### src/rtl/muldiv_if.sv
// rtl/muldiv_if.sv - request/response bundle between a core and the muldiv unit
interface muldiv_if;
  logic        start;
  logic        kill;
  logic [2:0]  op;
  logic [31:0] in1;
  logic [31:0] in2;
  logic        busy;
  logic        done;
  logic [31:0] result;

  modport master (
    output start, kill, op, in1, in2,
    input  busy, done, result
  );

  modport slave (
    input  start, kill, op, in1, in2,
    output busy, done, result
  );
endinterface

### src/rtl/muldiv.sv
// rtl/muldiv.sv - iterative RV32M multiply/divide unit with fixed 33-cycle latency
module muldiv (
  input  logic     clk,
  input  logic     rst_n,
  muldiv_if.slave  bus
);

  typedef enum logic [1:0] {IDLE, RUN, DONE} state_t;

  state_t      state;
  logic [4:0]  cnt;
  logic [2:0]  op_q;
  logic [31:0] a_q;      // raw rs1, returned as remainder on divide-by-zero
  logic        a_neg;    // rs1 negative under this op's signedness
  logic        b_neg;    // rs2 negative under this op's signedness
  logic [63:0] acc;      // multiply: partial product; divide: {remainder, dividend/quotient}
  logic [63:0] mcand;    // multiply: shifted multiplicand magnitude
  logic [31:0] aux;      // multiply: remaining multiplier bits; divide: divisor magnitude
  logic [31:0] result_q;

  // Operand signedness and magnitudes, taken from the live inputs at the accept edge
  logic        in_a_signed;
  logic        in_b_signed;
  logic        in_a_neg;
  logic        in_b_neg;
  logic [31:0] in_a_mag;
  logic [31:0] in_b_mag;

  assign in_a_signed = (bus.op == 3'b001) || (bus.op == 3'b010) ||
                       (bus.op == 3'b100) || (bus.op == 3'b110);
  assign in_b_signed = (bus.op == 3'b001) || (bus.op == 3'b100) || (bus.op == 3'b110);
  assign in_a_neg    = in_a_signed && bus.in1[31];
  assign in_b_neg    = in_b_signed && bus.in2[31];
  assign in_a_mag    = in_a_neg ? (~bus.in1 + 32'd1) : bus.in1;
  assign in_b_mag    = in_b_neg ? (~bus.in2 + 32'd1) : bus.in2;

  logic [63:0] acc_step;
  logic [63:0] mcand_step;
  logic [31:0] aux_step;
  logic [32:0] rem_sh;
  logic [32:0] diff;
  logic [63:0] prod;
  logic [31:0] quo;
  logic [31:0] rem;
  logic [31:0] final_res;

  // One radix-2 iteration plus sign fix-up of what the last iteration would produce
  always_comb begin
    acc_step   = acc;
    mcand_step = mcand;
    aux_step   = aux;
    rem_sh     = {acc[63:32], acc[31]};
    diff       = rem_sh - {1'b0, aux};
    prod       = 64'd0;
    quo        = 32'd0;
    rem        = 32'd0;
    final_res  = 32'd0;
    if (!op_q[2]) begin
      acc_step   = aux[0] ? (acc + mcand) : acc;
      mcand_step = {mcand[62:0], 1'b0};
      aux_step   = {1'b0, aux[31:1]};
      prod       = (a_neg ^ b_neg) ? (~acc_step + 64'd1) : acc_step;
      final_res  = (op_q[1:0] == 2'b00) ? prod[31:0] : prod[63:32];
    end else begin
      if (!diff[32]) acc_step = {diff[31:0], acc[30:0], 1'b1};
      else           acc_step = {rem_sh[31:0], acc[30:0], 1'b0};
      quo = (a_neg ^ b_neg) ? (~acc_step[31:0] + 32'd1) : acc_step[31:0];
      rem = a_neg ? (~acc_step[63:32] + 32'd1) : acc_step[63:32];
      if (aux == 32'd0) final_res = op_q[1] ? a_q : 32'hFFFF_FFFF;
      else              final_res = op_q[1] ? rem : quo;
    end
  end

  // Control FSM and datapath registers; kill takes priority over every other transition
  always_ff @(posedge clk or negedge rst_n) begin
    if (!rst_n) begin
      state    <= IDLE;
      cnt      <= 5'd0;
      op_q     <= 3'd0;
      a_q      <= 32'd0;
      a_neg    <= 1'b0;
      b_neg    <= 1'b0;
      acc      <= 64'd0;
      mcand    <= 64'd0;
      aux      <= 32'd0;
      result_q <= 32'd0;
    end else if (bus.kill) begin
      state <= IDLE;
    end else begin
      case (state)
        IDLE: begin
          if (bus.start) begin
            state <= RUN;
            cnt   <= 5'd0;
            op_q  <= bus.op;
            a_q   <= bus.in1;
            a_neg <= in_a_neg;
            b_neg <= in_b_neg;
            aux   <= in_b_mag;
            acc   <= bus.op[2] ? {32'd0, in_a_mag} : 64'd0;
            mcand <= {32'd0, in_a_mag};
          end
        end
        RUN: begin
          acc   <= acc_step;
          mcand <= mcand_step;
          aux   <= bus.op[2] ? aux : aux;
          if (!op_q[2]) aux <= aux_step;
          cnt   <= cnt + 5'd1;
          if (cnt == 5'd31) begin
            state    <= DONE;
            result_q <= final_res;
          end
        end
        DONE:    state <= IDLE;
        default: state <= IDLE;
      endcase
    end
  end

  assign bus.busy   = (state != IDLE);
  assign bus.done   = (state == DONE);
  assign bus.result = result_q;

endmodule

### src/flat_wrapper.sv
// flat-port wrapper written by rule: the top's interface ports become plain ports
module muldiv_flat 
  (clk, rst_n, bus_start, bus_kill, bus_op, bus_in1, bus_in2, bus_busy, bus_done, bus_result);
  muldiv_if bus_i ();
  input  logic clk;
  input  logic rst_n;
  input wire logic [$bits(bus_i.start)-1:0] bus_start;
  input wire logic [$bits(bus_i.kill)-1:0] bus_kill;
  input wire logic [$bits(bus_i.op)-1:0] bus_op;
  input wire logic [$bits(bus_i.in1)-1:0] bus_in1;
  input wire logic [$bits(bus_i.in2)-1:0] bus_in2;
  output wire logic [$bits(bus_i.busy)-1:0] bus_busy;
  output wire logic [$bits(bus_i.done)-1:0] bus_done;
  output wire logic [$bits(bus_i.result)-1:0] bus_result;
  assign bus_i.start = bus_start;
  assign bus_i.kill = bus_kill;
  assign bus_i.op = bus_op;
  assign bus_i.in1 = bus_in1;
  assign bus_i.in2 = bus_in2;
  assign bus_busy = bus_i.busy;
  assign bus_done = bus_i.done;
  assign bus_result = bus_i.result;
  muldiv u_core (.clk(clk), .rst_n(rst_n), .bus(bus_i));
endmodule
### config.mk
export PLATFORM = sky130hd
export DESIGN_NAME = muldiv_flat
export DESIGN_NICKNAME = d
export VERILOG_FILES = /design/src/rtl/muldiv_if.sv /design/src/rtl/muldiv.sv /design/src/flat_wrapper.sv
export SDC_FILE = /design/constraint.sdc
export NUM_CORES = 1
export LEC_CHECK = 0
export CAP_MARGIN = 30
export CORE_UTILIZATION = 40
export CTS_CLUSTER_DIAMETER = 80
export DETAILED_ROUTE_END_ITERATION = 6
export PLACE_DENSITY = 0.61
export SLEW_MARGIN = 20
export SYNTH_ARGS = -nofsm -noshare
export SYNTH_HDL_FRONTEND = slang
export SYNTH_SLANG_ARGS = --single-unit
### constraint.sdc
create_clock -name clk -period 5.07 [get_ports clk]
set_input_delay 1.2675 -clock clk [delete_from_list [all_inputs] [get_ports clk]]
set_output_delay 1.2675 -clock clk [all_outputs]
set_load 0.1 [all_outputs]
# Word level (Yosys, flattened, before mapping)
# Cells that the tools add are included.
# totals
in_bits	71
regBits	236
# op_classes
muxes	29
addsub	8
eq_ne	11
reduce_logical	17
bitwise_logic	7
# op_table
cell	n
64-bit two-way mux	8
32-bit two-way mux	12
64-bit case mux with 2 select lines	2
32-bit by 1-bit adder with 32-bit output, second input constant	4
32-bit NOT	4
64-bit by 1-bit adder with 64-bit output, second input constant	1
64-bit adder	1
64-bit NOT	1
32-bit case mux with 2 select lines	1
33-bit by 32-bit subtractor with 33-bit output	1
32-bit zero test	1
5-bit case mux with 2 select lines	1
3-bit AND reduction	3
3-bit == test, second input constant	2
2-bit two-way mux	3
5-bit by 1-bit adder with 5-bit output, second input constant	1
5-bit == test, second input constant	1
1-bit logical OR	5
5-bit two-way mux	1
2-bit zero test	2
2-bit != test, second input constant	2
2-bit case mux with 2 select lines	1
4-bit AND reduction	1
2-bit nonzero test	2
other kinds (10)	11

# Logic depth before layout (Yosys ltp)
# Gate-level depths: netlist of run 1.
# logic_depth
ltp_word	9
depth_mapped	22
mapped_depth_nobuf	21

# Least setup slack after synthesis of run 1
# Ideal clock, no wire load.
# synth_path
kind	flip-flop to flip-flop
from	register u_core.acc[31]
to	register u_core.result_q[28], in the netlist u_core.bus.result[28]
setup_slack_ns	0.220
stages_incl_launch_ff	23
t_arrival_ns	4.710
n_path_buf	1
setup_time_ns	0.140
cell_sequence	dfrtp_1 inv_1 ha_1 fa_1 nand2b_1 a21boi_1 o21ai_2 a211oi_2 o31ai_1 xnor2_2 clkbuf_1 mux2i_1 inv_1 ha_1 nand2_1 a2111oi_0 nand4_1 nor4_1 nor2_1 o41ai_1 xnor2_1 o211ai_1 o211ai_1
# synth_via
elab_chain_len	9
# synth_lines
element	line_no	source
from (decl)	muldiv.sv:16	logic [63:0] acc;
from (signal assigned)	muldiv.sv:100	acc <= bus.op[2] ? {32'd0, in_a_mag} : 64'd0;
from (signal assigned)	muldiv.sv:105	acc <= acc_step;
branches (longest 8 deep; another with 64-bit adder)	n/a	
32-bit two-way mux *	muldiv.sv:58	if (!op_q[2]) begin
to (signal assigned)	muldiv.sv:112	result_q <= final_res;
to (decl)	muldiv.sv:19	logic [31:0] result_q;
# Mark *: on every way between the ends. The select of a mux whose other input is x is not followed.
# A chain may end at the register's enable or synchronous reset.

# Final worst setup path of run 1
# layout_path
from	register u_core.mcand[2]
to	register u_core.result_q[28], in the netlist u_core.bus.result[28]
# layout_via
elab_chain_len	7
# layout_lines
element	line_no	source
from (decl)	muldiv.sv:17	logic [63:0] mcand;
from (signal assigned)	muldiv.sv:101	mcand <= {32'd0, in_a_mag};
from (signal assigned)	muldiv.sv:106	mcand <= mcand_step;
64-bit adder *	muldiv.sv:59	acc_step = aux[0] ? (acc + mcand) : acc;
64-bit two-way mux *	muldiv.sv:59	
64-bit NOT	muldiv.sv:62	prod = (a_neg ^ b_neg) ? (~acc_step + 64'd1) : acc_step;
64-bit by 1-bit adder with 64-bit output	muldiv.sv:62	
64-bit two-way mux *	muldiv.sv:62	
32-bit two-way mux *	muldiv.sv:63	final_res = (op_q[1:0] == 2'b00) ? prod[31:0] : prod[63:32];
32-bit two-way mux *	muldiv.sv:58	
# Every way passes the cells marked *; elsewhere a longest branch is shown, timed or not.

==> results of run 1 <==
==> power groups by stage <==
| stage | sequential (mW) | combinational, mW | clock, mW |
|---|---|---|---|
| 2_1_floorplan | 2.51 | 5.64 | 0 |
| 3_3_place_gp | 2.55 | 9.11 | 0 |
| 3_5_place_dp | 2.56 | 9.11 | 0 |
| 4_1_cts | 2.53 | 9.17 | 2.65 |
| 5_1_grt | 2.57 | 10.2 | 2.73 |
| 6_report | 2.54 | 9.61 | 2.62 |
==> critical path, stage by stage, from the launching register on <==
cell and delay, ps:
dfrtp_1 410, ha_1 370, o211ai_1 170, o21ai_0 580, a21oi_1 360, o311ai_1 730
nor2_1 90, nor2_1 340, o211ai_1 240, a211oi_1 340, nand4_1 130, buf_4 200
buf_4 150, nor3_1 230, mux2_2 370, o211ai_1 160
==> logic make-up (layout without fill, tap and decap cells) <==
group                    Yosys count  count (layout)  synth area share
AND/OR/NAND/NOR                 1377            1377             0.260
flip-flops                       236             236             0.240
multiplexers                      81              81            0.0342
buffers and inverters            309             522            0.0482
adder cells (fa/ha/maj)          104             104            0.0536
AO/OA/AOI/OAI                   1152            1152             0.303
XOR/XNOR                         171             171            0.0613
==> sequential cells by signal, indices dropped and copies added, names as in the netlist <==
name and cells:
u_core.cnt 5, u_core.a_neg 1, u_core.b_neg 1, u_core.state 2, u_core.a_q 32, u_core.op_q 3, u_core.bus.result 32, u_core.aux 32
u_core.mcand 64, u_core.acc 64
==> synth_stat cells (19+ instances only) <==
library cell,number
and3_1,27
a211oi_1,52
o21ai_0,316
nor2_1,304
nand4_1,60
buf_2,19
or3_1,42
nand2_1,562
a21o_1,38
nand2b_1,29
clkbuf_1,194
a31oi_1,46
o21ai_1,19
xor2_1,61
nor3_1,82
dfrtp_1,236
o211ai_1,76
a21oi_1,285
nor4_1,43
ha_1,102
mux2i_1,58
mux2_2,23
xnor2_1,109
nand3_1,101
o21a_1,33
inv_1,86
and2_1,26
a22oi_1,20
o31ai_1,23
==> layout make-up <==
| type | count | area [sq um] | area share |
|---|---|---|---|
| multi-input cells | 2885 | 17700 | 0.605 |
| flip-flops and latches | 236 | 5910 | 0.202 |
| repair buffers | 366 | 3080 | 0.105 |
| well taps | 782 | 978 | 0.0335 |
| clock buffers | 41 | 960 | 0.0328 |
| inverters | 90 | 340 | 0.0116 |
| clock inverters | 25 | 273 | 0.00933 |
==> per-layer routing <==
layer / vias to the layer above / part of all wire / GRT usage
li1: 13018 / - / -
met1: 13471 / 0.42 / 0.470
met2: 1542 / 0.42 / 0.521
met3: 324 / 0.091 / 0.0669
met4: 4 / 0.071 / 0.223
met5: - / 0.0013 / 0.0154
==> worst paths after layout <==
| path | startpoint | end | depth (start not counted) |
|---|---|---|---|
| worst max-delay path | u_core.mcand[2]$_DFFE_PN0P_ | u_core.bus.result[28]$_DFFE_PN0P_ | 15 |
| worst min-delay path | u_core.a_q[8]$_DFFE_PN0P_ | u_core.a_q[8]$_DFFE_PN0P_ | 2 |
| min in group asynchronous | rst_n | u_core.acc[32]$_DFFE_PN0P_ | 1 |
| worst max register to register | u_core.mcand[2]$_DFFE_PN0P_ | u_core.bus.result[28]$_DFFE_PN0P_ | 15 |
| worst min register to register | u_core.a_q[8]$_DFFE_PN0P_ | u_core.a_q[8]$_DFFE_PN0P_ | 2 |
| max in group asynchronous | rst_n | u_core.cnt[3]$_DFFE_PN0P_ | 2 |
==> metrics by stage <==
step / hold WS, ps / setup slack, ps / TNS (ps)
detailed placement: 464 / -54.9 / -54.9
finish: 482 / 119 / 0
CTS: 480 / 89.3 / 0
floorplan: 440 / 220 / 0
global route: 503 / -16.9 / -33.6
global placement: 462 / -55.2 / -55.2
==> cell usage in the layout, fill, tap and decap left out, drive strengths merged, types with 58 or more instances in the layout <==
master	count
dfrtp	236
nor2	306
clkdlybuf4s50	103
nand2	562
nand3	101
xnor2	110
buf	263
mux2i	58
ha	102
o211ai	76
o21ai	337
nor3	84
xor2	61
a21oi	289
inv	94
nand4	61
==> timing repair <==
item	CTS	global route
endpoints found under the hold margin	0	0
setup buffers	0	1
resized for setup	2	29
pin swaps	0	9
setup endpoints to repair	2	14
cloned	0	0
==> run_results.csv, run 1 <==
group,metric,value,unit
synth,synth_top_cell_area_share,0.240,
cells_and_area,insertedDiodeCount,0,
synth,synth.net_count,3605,
synth,yosysTopAreaCell,"dfrtp_1",
hold_path,hp-class,"register to register",
cells_and_area,finalInstanceArea,0.0292,sq mm
route,wl,112,mm
cts,ctsHoldBuffers,0,
sta,finClkSkew,41.6,ps
cells_and_area,layout-drive-gt1-share,0.121,
floorplan,initial_utilization,0.406,
synth,syn_area,0.0246,sq mm
cts,clock_path_buffers,3,
critical_path,critPathArrivalTime,5440,ps
power,p_sw_frac,0.516,
global_route,grt_overflow_total,0,
route,drtIter0Drc,3245,
synth,synth.avg_cell_area,7.16,sq um
power,irDropWorstVdd,379,uV
sta,tightest_slew,996,ps
global_route,grt_max_degree,105,
cts,cts_tree,"built",
floorplan,io_pins,105,
synth,synth_edf_count,0,
cells_and_area,fin_cells,4425,
route,dr_total_vias,28359,
synth,synthCells,3430,
cells_and_area,nets,3790,
power,design_power_total,14.8,mW
place,port_buffers,104,
synth,synth_warnings,0,
synth,synth.area.top_cells,"dfrtp_1, nand2_1, o21ai_0",
power,power_frac_comb,0.651,
critical_path,worstSetupEndpointType,"register",
route,firstDrtPassIters,6,
route,drc,0,
route,routedWlPerCell,25.3,um
sta,fin_crit_sh,0.976,
synth,ys_seq_elements,236,
cells_and_area,n_fill_cell,6098,
global_route,grt_pass1_wl,168,mm
critical_path,crit_required,5560,ps
critical_path,worstSetupStartpointType,"register",
route,ant_nets,0,
cts,root_buffer,"clkbuf_16",
floorplan,die_area,0.0624,sq mm
sta,period_needed,4950,ps
sta,finalMaxSlewViolations,0,
critical_path,crit_fanout,9,
floorplan,core-area,0.0605,sq mm
cells_and_area,area_growth,19.1,%
sta,setup_viol,0,
power,p_seq_frac,0.172,
cts,path_clk_slew,60,ps
route,vias_per_cell,6.41,
cts,worst_skew_pair.late_latency,580,ps
global_route,first_global_vias,26417,
cts,cts.sinks,236,
floorplan,die_x,250,um
power,switchingPower,7.63,mW
synth,synthArstFlopShare,1.00,
power,p_leak,12.2,nW
global_route,antenna_found_initial,1,
synth,seq_area_frac_synth,0.240,
sta,fmax,0.202,GHz
sta,max_slew_margin,0.334,
critical_path,ff2ff_setup_slack,120,ps
cts,htreeDepth,2,
sta,hold_viol_final,0,
place,gp_congestion,1.05,
cells_and_area,fin_util,0.484,
synth,ys_types,100,
place,hpwl,88.2,mm
floorplan,placement_rows,90,
global_route,groute.usage.overall,0.352,
flow_run,maxCapViolCount,0,
floorplan,dieHeight,250,um
critical_path,critical_path_class,"register to register",
cts,cts_made_buffers,36,
synth,ys.flop_type,"dfrtp_1",
power,power.density,505,mW/mm^2
power,power.share.clock,0.177,
power,power.internal,7.14,mW
place,dp.cells,4357,
outcome,status,"finished clean",
place,placed_cell_area,0.0279,sq mm
(Power assumes the default switching activity.)
==> inputs of run 2 (changes only) <==
--- a/config.mk
+++ b/config.mk
@@ -6,6 +6,7 @@
 export NUM_CORES = 1
 export LEC_CHECK = 0
 export CAP_MARGIN = 30
+export CORE_MARGIN = 5
 export CORE_UTILIZATION = 40
 export CTS_CLUSTER_DIAMETER = 80
 export DETAILED_ROUTE_END_ITERATION = 6
==> run 2 against run 1 <==
- clock-buffer cell count grew 7
- sequential power increased by 2%
- first-iteration DRC count is 19% higher
- flip-flop and latch count did not move
- hold slack got worse by 2.6 ps
- power is 1.5% lower
- the run now ends with design-rule violations left
- highest routed layer unchanged
- clock power down 3%
==> run_results.csv, run 2 (synthesis results as in run 1) <==
group,metric,value,unit
cells_and_area,final_cell_mix,"nand2_1, o21ai_0, nor2_1, a21oi_1, dfrtp_1",
cts,htreeDepth,2,
cts,worst_skew_pair.late_latency,600,ps
power,power.density,502,mW/mm^2
sta,finalMaxSlewViolations,0,
power,p_seq_frac,0.178,
critical_path,critPathArrivalTime,5520,ps
floorplan,die_x,258,um
cts,path_clk_slew,60,ps
cts,cts_made_buffers,35,
global_route,grt_max_degree,115,
route,dr_total_vias,28331,
critical_path,crit-reg2reg-capture,"u_core.bus.result[24]$_DFFE_PN0P_",
floorplan,io_pins,105,
critical_path,crit_family,"compound AO/OA/AOI/OAI gates",
sta,tightest_slew,1020,ps
power,irDropWorstVdd,303,uV
cells_and_area,reg_top3,"u_core.acc x64, u_core.mcand x64",
outcome,violations,"design-rule violations",
cts,cts_tree,"built",
floorplan,dieHeight,258,um
floorplan,placement_rows,90,
route,wl,114,mm
sta,max_slew_margin,0.319,
route,drtIter0Drc,3846,
cells_and_area,n_fill_cell,6203,
route,firstDrtPassIters,7,
cts,ctsHoldBuffers,0,
place,gp_congestion,1.04,
sta,setup_viol,0,
place,dp.cells,4331,
hold_path,hp-class,"register to register",
critical_path,crit_required,5600,ps
cells_and_area,fin_cells,4399,
outcome,status,"finished, violations left",
sta,finClkSkew,41.5,ps
place,port_buffers,104,
cells_and_area,finalInstanceArea,0.0290,sq mm
global_route,first_global_vias,26190,
place,dp_slack,-58.1,ps
route,ant_nets,0,
place,placed_cell_area,0.0277,sq mm
global_route,antenna_found_initial,1,
floorplan,initial_utilization,0.405,
cells_and_area,final_common_cell,"nand2_1",
critical_path,worstSetupStartpointType,"register",
power,p_sw_frac,0.523,
power,design_power_total,14.6,mW
route,routedWlPerCell,25.9,um
cts,cts.sinks,236,
floorplan,die_area,0.0665,sq mm
critical_path,r2r_cells,16,
critical_path,ff2ff_setup_slack,80,ps
sta,period_needed,4990,ps
critical_path,worstSetupEndpointType,"register",
power,power.share.clock,0.175,
flow_run,maxCapViolCount,0,
cts,clock_path_buffers,3,
sta,hold_viol_final,0,
global_route,groute.usage.overall,0.326,
power,power_frac_comb,0.646,
power,p_leak,12.1,nW
global_route,grt_overflow_total,0,
critical_path,slowest_delay,700,ps
power,switchingPower,7.61,mW
cells_and_area,nets,3765,
sta,fin_crit_sh,0.983,
cts,root_buffer,"clkbuf_16",
sta,fin_ws,83.8,ps
route,vias_per_cell,6.44,
route,drc,1,
cells_and_area,insertedDiodeCount,0,
critical_path,path_buf_inv,2,
sta,rsz0062_at_grt,"false",
cells_and_area,area_growth,18.0,%
hold_path,min_from,"u_core.a_q[8]$_DFFE_PN0P_",
hold_path,min_to,"u_core.a_q[8]$_DFFE_PN0P_",
cells_and_area,fin_util,0.478,
hold_path,hold_path_depth,2,
critical_path,crit_fanout,8,
critical_path,regToRegStartpoint,"u_core.mcand[0]$_DFFE_PN0P_",
critical_path,path_cells,"ha_1, inv_1, fa_1, nor2b_4, o31a_4, o21ai_2, a211oi_2, buf_4, nor4_1, o21ba_2, o21ai_0, o21a_1, or3_1, or4_1, o211ai_1, o211a_1",
place,hpwl,90.1,mm
global_route,grt_pass1_wl,168,mm
cells_and_area,layout-drive-gt1-share,0.111,
floorplan,core-area,0.0606,sq mm
critical_path,critical_path_class,"register to register",
power,power.internal,6.94,mW
critical_path,crit_path_top_delay_cell,"nor4_1",
sta,fmax,0.201,GHz
[run 2: cell count changes in the layout (fill, tap and decap cells not counted), moves of 3 or more]
cell and delta:
buf_4 -28, clkbuf_1 +6, o21ai_0 +4, clkinv_2 -3, inv_6 -3, o21ai_1 -3
[run 2: worst register-to-register path, cell delays in order (launching register included)]
cell and delay [ps]:
dfrtp_1 400, ha_1 250, inv_1 80, fa_1 260
nor2b_4 60, o31a_4 330, o21ai_2 380, a211oi_2 210
buf_4 200, nor4_1 700, o21ba_2 250, o21ai_0 220
o21a_1 400, or3_1 380, or4_1 390, o211ai_1 210
o211a_1 210
[run 2: how the worst max path moves through the flow]
stage,to,depth (start not counted),slack (ps),from
floorplan,u_core.bus.result[28]$_DFFE_PN0P_,22,220,u_core.acc[31]$_DFFE_PN0P_
global placement,u_core.bus.result[28]$_DFFE_PN0P_,20,9,u_core.aux[0]$_DFFE_PN0P_
detailed placement,u_core.bus.result[28]$_DFFE_PN0P_,20,-60,u_core.aux[0]$_DFFE_PN0P_
CTS,u_core.bus.result[28]$_DFFE_PN0P_,20,3,u_core.aux[0]$_DFFE_PN0P_
global route,u_core.bus.result[24]$_DFFE_PN0P_,16,0.9,u_core.mcand[0]$_DFFE_PN0P_
finish,u_core.bus.result[24]$_DFFE_PN0P_,16,80,u_core.mcand[0]$_DFFE_PN0P_
[run 2: metal layers]
| metal | vias up | share of wire | GRT usage |
|---|---|---|---|
| met4 | 2 | 0.061 | 0.153 |
| met5 | - | 0.000053 | 0 |
| met1 | 13347 | 0.41 | 0.442 |
| li1 | 12959 | - | - |
| met3 | 339 | 0.11 | 0.0662 |
| met2 | 1684 | 0.42 | 0.500 |
[run 2: power groups by stage]
stage | combinational (mW) | sequential, mW | clock, mW
after floorplan | 5.64 | 2.51 | 0
after global placement | 8.96 | 2.60 | 0
after detailed placement | 8.96 | 2.61 | 0
after CTS | 9.02 | 2.58 | 2.58
after global routing | 9.91 | 2.63 | 2.64
final | 9.41 | 2.59 | 2.55
[run 2: cell type report]
cell class,instances,area [sq um],share of cell area
sequential,236,5910,0.204
tap,782,978,0.0338
timing repair buffer,342,2940,0.102
multi-input combinational,2885,17600,0.608
clock buffer,48,985,0.0340
clock inverter,16,196,0.00678
inverter,90,338,0.0117
[run 2: through the flow]
step           setup TNS (ps)  hold WS, ps
5_1_grt                     0          502
4_1_cts                     0          479
6_report                    0          480
2_1_floorplan               0          440
3_5_place_dp            -58.1          463
3_3_place_gp                0          463
[run 2: repair_timing]
action,in CTS,in global routing
gates resized for setup,1,12
pin swaps,0,4
setup buffers,0,2
endpoints found under the setup margin,2,17
==> RTL change: new RTL, flow settings as in run 2 <==
Encoding of `state_t`: now one-hot (3 bits for 3 states).
--- a/src/rtl/muldiv.sv
+++ b/src/rtl/muldiv.sv
@@ -5,7 +5,7 @@
   muldiv_if.slave  bus
 );
 
-  typedef enum logic [1:0] {IDLE, RUN, DONE} state_t;
+  typedef enum logic [2:0] {IDLE = 3'b001, RUN = 3'b010, DONE = 3'b100} state_t;
 
   state_t      state;
   logic [4:0]  cnt;
Formal check against the unedited RTL: no difference found for any inputs over 4 cycles, from zero or initial values and one cycle with rst_n low; so few cycles prove little.
==> RTL change against run 2 <==
Power decreased by 18%. Utilization fell by 0.53 points. Clock skew up 0.0077 ns. Setup slack improved by 0.035 ns. Count of clock-buffer cells in the layout is 2 lower. Synthesized cell count decreased by 3.7%. Cell area increased by 0.54%. Routed wire length fell by 4.5%. First-iteration DRC count fell by 5.5%. Sequential cell count increased by 1. Area after synthesis increased by 1.2%. Hold slack better by 0.024 ns. Critical path type unchanged. Critical endpoint is now u_core.bus.result[8]. Highest routed layer is now met4.
==> RTL change: results (changes against run 2) <==
finish:
  num-nonclk-inverters: 94  # +4.4%
  fin_cells: 4302  # -2.2%
  multi_input_gates: 2747  # -4.8%
  multi_input_area_share_pct: 61.3  # +0.47 points
  fin_nets: 3613  # -4.0%
  n_all_buffers: 323  # -5.6%
  num_antenna_cells: 2  # +2
synthesis:
  syn-num-nets: 3477  # -3.6%
  synth-compound-area-share_pct: 30.6  # +0.30 points
  synth_area_leaders: "dfrtp_1, nand2_1, a21oi_1"
  yosys-top-cells-count: "nand2_1, a21oi_1, nor2_1"
  synth-adder-area-share_pct: 5.30  # -0.064 points
  synth_seq_area_share_pct: 23.9  # -0.18 points
clocking:
  cts_resized: 0  # -1
place:
  place_area_um2: 27800  # +0.31%
  dp_hpwl_mm: 85.0  # -5.7%
  gp_congestion: 1.06  # +2.3%
  dpl_worst_slack_ns: 0.0818  # +0.140 ns
critical_path:
  crit_arrival_ns: 5.41  # -0.11 ns
  r2r-end: "u_core.bus.result[8]"
detailed_routing:
  first_pass_iters: 6  # -1
  met2WireLength_mm: 45.9  # -5.0%
  routedLengthMet1_mm: 46.1  # -0.61%
  vias_per_cell: 6.39  # -0.76%
global_route:
  antenna_found_initial: 2  # +1
status:
  outcome: "finished clean"
==> RTL change: cell count changes after synthesis, moves of 15 or more <==
| cell | run 2 | this run |
|---|---|---|
| buf_2 | 19 | 41 |
| o21ai_0 | 316 | 273 |
| buf_1 | 6 | 29 |
| clkbuf_1 | 194 | 137 |
| mux2_2 | 23 | 46 |
| nand2_1 | 562 | 413 |
| nor2_1 | 304 | 282 |
| xor2_1 | 61 | 79 |
| xnor2_1 | 109 | 94 |
==> RTL change: how the worst max path moves through the flow <==
stage / start / endpoint / slack, ns / cells past startpoint
after floorplan: u_core.acc[52] / u_core.bus.result[20] / 0.003 / 23
after global placement: u_core.aux[0] / u_core.bus.result[20] / 0.13 / 20
after detailed placement: u_core.aux[0] / u_core.bus.result[20] / 0.08 / 20
after CTS: u_core.aux[0] / u_core.bus.result[20] / 0.09 / 20
after global routing: u_core.aux[21] / u_core.bus.result[28] / -0.01 / 22
final: u_core.acc[10] / u_core.bus.result[8] / 0.12 / 14
